### config.mk
export PLATFORM = sky130hd
export DESIGN_NAME = branch_unit_flat
export DESIGN_NICKNAME = d
export VERILOG_FILES = /design/src/rtl/cpu_branch_pkg.sv /design/src/rtl/branch_unit_if.sv /design/src/rtl/cond_eval.sv /design/src/rtl/branch_unit.sv /design/src/flat_wrapper.sv
export SDC_FILE = /design/constraint.sdc
export NUM_CORES = 1
export LEC_CHECK = 0
export ABC_CLOCK_PERIOD_IN_PS = 2300
export CAP_MARGIN = 20
export CORE_MARGIN = 2
export CORE_UTILIZATION = 35
export DETAILED_ROUTE_END_ITERATION = 10
export GPL_TIMING_DRIVEN = 0
export PLACE_DENSITY = 0.73
export SETUP_SLACK_MARGIN = 0.2
export SLEW_MARGIN = 20
export SYNTH_ARGS = -nofsm -noshare
export SYNTH_HDL_FRONTEND = slang
export SYNTH_SLANG_ARGS = --single-unit
### constraint.sdc
create_clock -name clk -period 2.3 [get_ports clk]
set_clock_uncertainty 0.2 [all_clocks]
set_input_delay 0.46 -clock clk [delete_from_list [all_inputs] [get_ports clk]]
set_output_delay 0.46 -clock clk [all_outputs]
set_load 0.02 [all_outputs]
### src/rtl/cpu_branch_pkg.sv
// cpu_branch_pkg: shared encodings for the branch unit.
// Holds br_op/br_cond codes, status flag bit indices and FSM state codes.
package cpu_branch_pkg;

    localparam logic [2:0] OP_COND = 3'b000;
    localparam logic [2:0] OP_BL   = 3'b001;
    localparam logic [2:0] OP_BX   = 3'b010;
    localparam logic [2:0] OP_BLX  = 3'b011;

    localparam logic [2:0] CC_AL = 3'b000;
    localparam logic [2:0] CC_EQ = 3'b001;
    localparam logic [2:0] CC_NE = 3'b010;
    localparam logic [2:0] CC_LT = 3'b011;
    localparam logic [2:0] CC_LE = 3'b100;

    localparam int FLAG_Z = 0;
    localparam int FLAG_N = 1;
    localparam int FLAG_V = 2;

    localparam logic [1:0] IDLE = 2'd0;
    localparam logic [1:0] EVAL = 2'd1;
    localparam logic [1:0] DONE = 2'd2;

endpackage

### src/rtl/branch_unit_if.sv
// branch_unit_if: branch request handshake and commit result bundle.
// master = controller (drives request), slave = branch_unit (drives ready/result).
interface branch_unit_if #(
    parameter int IMM_W = 8
);
    logic             br_valid;
    logic             br_ready;
    logic [2:0]       br_op;
    logic [2:0]       br_cond;
    logic [IMM_W-1:0] br_imm;
    logic [15:0]      rd_val;
    logic             res_valid;
    logic             taken;
    logic             link_we;
    logic [15:0]      link_out;

    modport master (
        output br_valid, br_op, br_cond, br_imm, rd_val,
        input  br_ready, res_valid, taken, link_we, link_out
    );

    modport slave (
        input  br_valid, br_op, br_cond, br_imm, rd_val,
        output br_ready, res_valid, taken, link_we, link_out
    );

endinterface

### src/rtl/cond_eval.sv
// cond_eval: combinational branch condition check against status flags.
// Ports: s[2:0] status (Z,N,V), cond[2:0] condition code, pass result.
module cond_eval
    import cpu_branch_pkg::*;
(
    input  logic [2:0] s,
    input  logic [2:0] cond,
    output logic       pass
);

    logic z;
    logic n;
    logic v;

    assign z = s[FLAG_Z];
    assign n = s[FLAG_N];
    assign v = s[FLAG_V];

    always_comb begin
        pass = 1'b0;
        unique case (cond)
            CC_AL:   pass = 1'b1;
            CC_EQ:   pass = z;
            CC_NE:   pass = !z;
            CC_LT:   pass = (n != v);
            CC_LE:   pass = (n != v) || z;
            default: pass = 1'b0;
        endcase
    end

endmodule

### src/rtl/branch_unit.sv
// branch_unit: PC register, status register and 3-cycle branch resolver.
// Ports: clk, reset, flags_in/load_s/s_out, pc_inc/pc_out, br (branch_unit_if.slave);
// with BRANCH_STATS_EN defined also taken_cnt/nottaken_cnt saturating counters.
module branch_unit
    import cpu_branch_pkg::*;
#(
    parameter int PC_W  = 9,
    parameter int IMM_W = 8
) (
    input  logic            clk,
    input  logic            reset,
    input  logic [2:0]      flags_in,
    input  logic            load_s,
    output logic [2:0]      s_out,
    input  logic            pc_inc,
    output logic [PC_W-1:0] pc_out,
`ifdef BRANCH_STATS_EN
    output logic [15:0]     taken_cnt,
    output logic [15:0]     nottaken_cnt,
`endif
    branch_unit_if.slave    br
);

    logic [1:0]       state;
    logic [2:0]       op_q;
    logic [2:0]       cond_q;
    logic [IMM_W-1:0] imm_q;
    logic [PC_W-1:0]  rd_q;
    logic [PC_W-1:0]  pc_cap;

    logic             accept;
    logic             pass;
    logic             tk;
    logic             lwe;
    logic [PC_W-1:0]  tgt;
    logic [PC_W-1:0]  rel;
    logic             unused_rd;

    // Only the low PC_W bits of a register target are meaningful.
    assign unused_rd = ^br.rd_val[15:PC_W];

    assign br.br_ready = (state == IDLE);
    assign accept      = br.br_valid && (state == IDLE);

    cond_eval u_cond (
        .s    (s_out),
        .cond (cond_q),
        .pass (pass)
    );

    // Relative target; wraps modulo 2^PC_W in both directions.
    assign rel = pc_cap + {{(PC_W-IMM_W){imm_q[IMM_W-1]}}, imm_q};

    always_comb begin
        tk  = 1'b0;
        lwe = 1'b0;
        tgt = rel;
        unique case (op_q)
            OP_COND: tk = pass;
            OP_BL: begin
                tk  = 1'b1;
                lwe = 1'b1;
            end
            OP_BX: begin
                tk  = 1'b1;
                tgt = rd_q;
            end
            OP_BLX: begin
                tk  = 1'b1;
                lwe = 1'b1;
                tgt = rd_q;
            end
            default: begin
                tk  = 1'b0;
                lwe = 1'b0;
            end
        endcase
    end

    always_ff @(posedge clk) begin
        if (reset) begin
            state        <= IDLE;
            s_out        <= 3'b000;
            pc_out       <= '0;
            op_q         <= '0;
            cond_q       <= '0;
            imm_q        <= '0;
            rd_q         <= '0;
            pc_cap       <= '0;
            br.res_valid <= 1'b0;
            br.taken     <= 1'b0;
            br.link_we   <= 1'b0;
            br.link_out  <= '0;
        end else begin
            if (load_s) begin
                s_out <= flags_in;
            end
            br.res_valid <= 1'b0;
            unique case (state)
                IDLE: begin
                    if (accept) begin
                        op_q   <= br.br_op;
                        cond_q <= br.br_cond;
                        imm_q  <= br.br_imm;
                        rd_q   <= br.rd_val[PC_W-1:0];
                        pc_cap <= pc_out;
                        state  <= EVAL;
                    end else if (pc_inc) begin
                        pc_out <= pc_out + PC_W'(1);
                    end
                end
                // Evaluation uses s_out as it stands in EVAL, so a load in
                // the accept cycle counts and a load during EVAL does not.
                EVAL: begin
                    state        <= DONE;
                    br.res_valid <= 1'b1;
                    br.taken     <= tk;
                    br.link_we   <= lwe;
                    br.link_out  <= {{(16-PC_W){1'b0}}, pc_cap};
                    if (tk) begin
                        pc_out <= tgt;
                    end
                end
                DONE: state <= IDLE;
                default: state <= IDLE;
            endcase
        end
    end

`ifdef BRANCH_STATS_EN
    always_ff @(posedge clk) begin
        if (reset) begin
            taken_cnt    <= '0;
            nottaken_cnt <= '0;
        end else if (state == EVAL) begin
            if (tk) begin
                if (taken_cnt != 16'hFFFF) begin
                    taken_cnt <= taken_cnt + 16'd1;
                end
            end else if (nottaken_cnt != 16'hFFFF) begin
                nottaken_cnt <= nottaken_cnt + 16'd1;
            end
        end
    end
`endif

endmodule

### src/flat_wrapper.sv
// flat-port wrapper written by rule: the top's interface ports become plain ports
module branch_unit_flat import cpu_branch_pkg::*;
#(
    parameter int PC_W  = 9,
    parameter int IMM_W = 8
)
  (clk, reset, flags_in, load_s, s_out, pc_inc, pc_out, br_br_valid, br_br_op, br_br_cond, br_br_imm, br_rd_val, br_br_ready, br_res_valid, br_taken, br_link_we, br_link_out);
  branch_unit_if #(.IMM_W(IMM_W)) br_i ();
  input  logic clk;
  input  logic reset;
  input  logic [2:0] flags_in;
  input  logic load_s;
  output logic [2:0] s_out;
  input  logic pc_inc;
  output logic [PC_W-1:0] pc_out;
  input wire logic [$bits(br_i.br_valid)-1:0] br_br_valid;
  input wire logic [$bits(br_i.br_op)-1:0] br_br_op;
  input wire logic [$bits(br_i.br_cond)-1:0] br_br_cond;
  input wire logic [$bits(br_i.br_imm)-1:0] br_br_imm;
  input wire logic [$bits(br_i.rd_val)-1:0] br_rd_val;
  output wire logic [$bits(br_i.br_ready)-1:0] br_br_ready;
  output wire logic [$bits(br_i.res_valid)-1:0] br_res_valid;
  output wire logic [$bits(br_i.taken)-1:0] br_taken;
  output wire logic [$bits(br_i.link_we)-1:0] br_link_we;
  output wire logic [$bits(br_i.link_out)-1:0] br_link_out;
  assign br_i.br_valid = br_br_valid;
  assign br_i.br_op = br_br_op;
  assign br_i.br_cond = br_br_cond;
  assign br_i.br_imm = br_br_imm;
  assign br_i.rd_val = br_rd_val;
  assign br_br_ready = br_i.br_ready;
  assign br_res_valid = br_i.res_valid;
  assign br_taken = br_i.taken;
  assign br_link_we = br_i.link_we;
  assign br_link_out = br_i.link_out;
  branch_unit #(.PC_W(PC_W), .IMM_W(IMM_W)) u_core (.clk(clk), .reset(reset), .flags_in(flags_in), .load_s(load_s), .s_out(s_out), .pc_inc(pc_inc), .pc_out(pc_out), .br(br_i));
endmodule
---- Word level (Yosys, flattened, before mapping) ----
Cells that the tools add are included.
storage, ports and cells
  word-level logic and storage cells ...... 50
  output and inout bits ................... 32
  input bits .............................. 38
  bits in registers ....................... 58
cells by class
  reductions and logical operators ........ 12
  equal/unequal tests ..................... 13
  muxes and demuxes ....................... 11
  add/subtract/negate cells ............... 2
operators by type and width
  cell                   number
  $mux W9                4
  $pmux W9 S2            1
  $eq A3 B2 Y1 const B   4
  $add A9 B1 Y9 const B  1
  $add A9 B9 Y9          1
  $eq A3 B1 Y1 const B   2
  $logic_not A3 Y1       2
  $pmux W1 S5            1
  $ne A2 B1 Y1 const B   2
  $ne A2 B2 Y1 const B   2
  $pmux W2 S2            1
  $reduce_and A4 Y1      1
  $reduce_or A2 Y1       2
  $eq A3 B3 Y1 const B   1
  $reduce_or A3 Y1       1
  $eq A2 B1 Y1 const B   1
  $logic_not A2 Y1       1
  $mux W1                2
  $mux W2                1
  $pmux W1 S2            1
  $reduce_and A2 Y1      1
  $reduce_bool A2 Y1     1
  $logic_and A1 B1 Y1    1
  $logic_not A1 Y1       1
  other kinds (2)        2

---- Depth between registers and ports, before layout ----
  depth in word-level cells ............... 6
  mapped depth ............................ 8
  mapped depth without buffers ............ 8

---- Modules after synthesis ----
A second synthesis with hierarchy kept.
second synthesis, totals
  cell total of the unflattened synthesis .. 358
  area total of the unflattened synthesis .. 2760.1 µm²
modules (own cells, without submodules)
  module       sequential area each (µm²)  times used  area each (µm²)  cells each
  branch_unit  1161.1                      1           2705.1           352
  cond_eval    0.0                         1           55.1             6

---- Least setup slack after synthesis ----
Ideal clock, no wire load.
  kind .................................... register to register
  start ................................... register u_core.pc_cap[0]
  end ..................................... register u_core.pc_out[6]
  setup time .............................. 0.132 ns
  path buffers ............................ 0
  arrival time ............................ 1.852 ns
  data required time ...................... 1.968 ns
  clock period less this slack ............ 2.184 ns
  stages on the path, launching flop included .. 9
  slack ................................... 0.116 ns
  path through ............................ dfxtp_1 ha_1 fa_1 a21oi_2 o22ai_1 or3_1 a31o_2 nand3_1 a21oi_2
between the ends
  word-level cells in the longest chain between the ends .. 4
ends and longest elaborated chain
  what                    RTL line            RTL
  from (decl)             branch_unit.sv:29   logic [PC_W-1:0] pc_cap;
  from (signal assigned)  branch_unit.sv:106  pc_cap <= pc_out;
  $add A9 B9 Y9           branch_unit.sv:52   assign rel = pc_cap + {{(PC_W-IMM_W){imm_q[IMM_W-1]}}, imm_q};
  $mux W9                 branch_unit.sv:58   unique case (op_q)
  $mux W9                 branch_unit.sv:120  if (tk) begin
  $pmux W9 S2             branch_unit.sv:99   unique case (state)
  to (signal assigned)    branch_unit.sv:109  pc_out <= pc_out + PC_W'(1);
  to (signal assigned)    branch_unit.sv:121  pc_out <= tgt;
  to (decl)               branch_unit.sv:16   output logic [PC_W-1:0] pc_out,
No other way between the ends. The select of a mux whose other input is x is not followed.
A chain may end at the register's enable or synchronous reset.

---- Worst setup path after layout ----
  start ................................... register u_core.imm_q[0]
  end ..................................... register u_core.pc_out[8]
between the ends
  word-level cells in the longest chain between the ends .. 4
ends and longest elaborated chain
  what                    RTL line            RTL
  from (decl)             branch_unit.sv:27   logic [IMM_W-1:0] imm_q;
  from (signal assigned)  branch_unit.sv:104  imm_q <= br.br_imm;
  $add A9 B9 Y9           branch_unit.sv:52
  $mux W9                 branch_unit.sv:58
  $mux W9                 branch_unit.sv:120
  $pmux W9 S2             branch_unit.sv:99
No other way between the ends. The select of a mux whose other input is x is not followed.

==> run summary <==
Maximum number of pins on one net before global-route repair: 11
Commonest cells post-synth: nand2_1, dfxtp_1, a21oi_1
Last weighted congestion value of the routability-driven placer: 0.873
Root Buffer Master: clkbuf_8
Vias per Instance: 4.99
Clock insertion delay at the later pin of the skew report: 0.34 ns
Std-Cell Core Area: 7770 sq um
Maximum capacitance violations: 0
Type of element launching the critical path: flip-flop
Routed WL: 7.70 mm
First-iteration detailed-routing DRC count: 165
Final-layout setup total negative slack: 0 ns
Commonest register cell after synthesis: dfxtp_1
Post-CTS clock slew at the launch and capture registers of the worst setup and hold paths: 0.07 ns
CTS tree: yes
Worst supply voltage drop on vdd: 0.000341 V
Detail Placement HPWL: 5.82 mm
Number of antenna violations at the first check in global routing: 0
Number of clock sinks seen by CTS: 58
Synthesis-stage register bit count: 58
Hold-fix buffer count after cts: 0
Final number of hold-violating endpoints: 0
Number of fill cells in the layout: 765
Number of design rule violations left after detail routing: 0
Area leader, netlist: dfxtp_1
Post-Synthesis Cell Area: 2820 sq um
Distinct cell type count after synthesis: 55
Sum of overflow across all layers after global routing: 0
Cell with the most instances after synthesis: nand2_1
Total leakage power: 0.00151 uW
Clock buffers created by TritonCTS: 9
Layout Nets: 480
Number of global-route vias before repair: 2479
Period utilization: 96.1%
Required time of the critical path: 2.36 ns
Total power density per cell area: 652 nW/um^2
First-pass GRT wire length: 12.3 mm
Post-route worst setup slack: 0.0891 ns
Final count of pins violating max slew: 0
Number of cell rows: 32
Post-synth EDFFs: 0
Initial Util: 36.3%
Number of levels the H-tree was split into: 3
Die area: 8800 sq um
Count of antenna diodes in the layout: 0
Final min period: 2.21 ns
Area growth from synthesis to layout: 37.9%
Fraction of the yosys area taken by sequential cells: 41.1%
Die Span X: 93.8 um
Largest fanout on the critical path: 3
Status: finished clean
Category of the worst setup path capture point: flip-flop
Leading cell types by total area after synthesis: dfxtp_1, nand2_1, a21oi_1
Fraction of final layout cells sized beyond drive strength 1: 15.6%
Async S/R FF share, synth: 0%
Type of the worst setup path: reg -> reg
Worst Tran Pin Value: 0.608 ns
Crit path arrival time: 2.27 ns
Vias: 2687
Setup violations, final: 0
Top-level I/O count: 70
Antenna violation net count after detailed routing: 0
Area share of the leading cell type in the synthesized netlist: 41.1%
Number of warning messages in the yosys log: 0
Setup repair after global routing missed its margin: yes
Worst setup slack before clock tree synthesis: -0.0716 ns
Normalized max-slew margin: 59.5%
DRT Pass-1 Iters: 5
Average wire per cell in the routed design: 14.3 um
Average cell area after synthesis: 7.93 sq um
Gate count of the mapped netlist: 356
Die span in y: 93.8 um
Clock Path Buffers: 2
Port bufs: 54
Maximum operating frequency: 452 MHz
Gr usage total: 18.2%
Worst min-delay path category: in -> reg
-- sequential cells by signal, indices dropped and copies added (netlist names) --
signal and cells:
u_core.imm_q 8, u_core.br.link_out 9, u_core.pc_out 9, u_core.op_q 3, u_core.state 2, u_core.br.taken 1
u_core.br.link_we 1, u_core.cond_q 3, u_core.rd_q 9, u_core.s_out 3, u_core.pc_cap 9, u_core.br.res_valid 1
-- path summary, 6_finish.rpt --
kind | startpoint | end | slack [ns] | depth (start not counted)
worst max-delay path | u_core.imm_q[0] | u_core.pc_out[8] | 0.09 | 8
worst min-delay path | reset | u_core.state[1] | 0.16 | 2
worst max register to register | u_core.imm_q[0] | u_core.pc_out[8] | 0.09 | 8
worst min register to register | u_core.br.link_out[5] | u_core.br.link_out[5] | 0.25 | 2
-- critical path, stage by stage (launching register included) --
cell and delay (ns):
dfxtp_2 0.34, ha_4 0.17, fa_2 0.39, a21oi_4 0.18
o22ai_4 0.10, o41ai_4 0.27, xnor2_1 0.12, mux2_4 0.27
o22ai_1 0.10
-- per-stage QoR --
| stage | utilization, % | instances | instance area (sq um) | total power (uW) | hold slack (ns) |
|---|---|---|---|---|---|
| 2_1_floorplan | - | 362 | 2850 | 1320 | 0.236 |
| 3_3_place_gp | 45.3 | 518 | 3520 | 1460 | 0.243 |
| 3_5_place_dp | 45.3 | 518 | 3520 | 1470 | 0.247 |
| 4_1_cts | 49.1 | 538 | 3810 | 2550 | 0.153 |
| 5_1_grt | 50.1 | 539 | 3890 | 2650 | 0.172 |
| 6_report | 50.1 | 539 | 3890 | 2540 | 0.162 |
-- power breakdown --
part | switching [uW] | internal [uW]
registers | 46.6 | 1050
logic | 202 | 163
clock network | 410 | 669
-- logic make-up after synthesis --
logic type,count (synthesis),synth area share [%]
compound gates,93,20.7
xor+xnor,5,1.55
fa+ha+maj,10,4.70
buf+inv,31,5.76
flops,58,41.1
mux,7,2.57
other cells,1,0.133
simple gates,151,23.4
-- final cells by class --
class                   instances  area [sq um]  share of cell area [%]
plain buffers                  28           151                    3.89
inverters                       3          11.3                   0.289
repair buffers                 59           579                    14.9
clock inverters                 4          73.8                    1.90
flip-flops and latches         58          1170                    30.1
multi-input cells             273          1620                    41.7
well taps                     102           128                    3.28
clock buffers                  12           155                    3.99
-- cells in the final DEF (no fill, tap or decap), types with 2 or more instances in the layout --
| cell type | count |
|---|---|
| dlygate4sd2_1 | 5 |
| nor3b_1 | 2 |
| nand2b_1 | 2 |
| clkbuf_8 | 11 |
| dlymetal6s2s_1 | 3 |
| a21oi_2 | 3 |
| o21ai_0 | 10 |
| or3b_1 | 2 |
| nand2_1 | 99 |
| ha_4 | 3 |
| o21ai_2 | 2 |
| inv_1 | 3 |
| conb_1 | 7 |
| nor3_1 | 2 |
| a211oi_1 | 5 |
| clkbuf_1 | 15 |
| clkdlybuf4s50_1 | 46 |
| buf_4 | 14 |
| dfxtp_2 | 5 |
| a211oi_2 | 3 |
| a21o_1 | 2 |
| nand3b_1 | 2 |
| buf_2 | 4 |
| mux2i_1 | 5 |
| nand3_1 | 6 |
| o21ai_1 | 2 |
| ha_1 | 5 |
| dfxtp_1 | 52 |
| nor2b_1 | 3 |
| a21oi_1 | 49 |
| bufinv_16 | 2 |
| nor2_1 | 21 |
| xnor2_1 | 4 |
-- what timing repair did --
item	CTS	global route
resized for setup	14	18
pin swaps	7	8
setup endpoints to repair	9	9
setup buffers	4	1
-- metal layers --
layer / wire length [um] / track usage [%] / part of all wire (%)
met3: 468 / 4.90 / 6.1
met4: 89 / 5.31 / 1.2
met2: 3530 / 30.2 / 46
met5: 0 / 0 / 0
met1: 3610 / 23.2 / 47
Power figures use the tool's default switching activity.
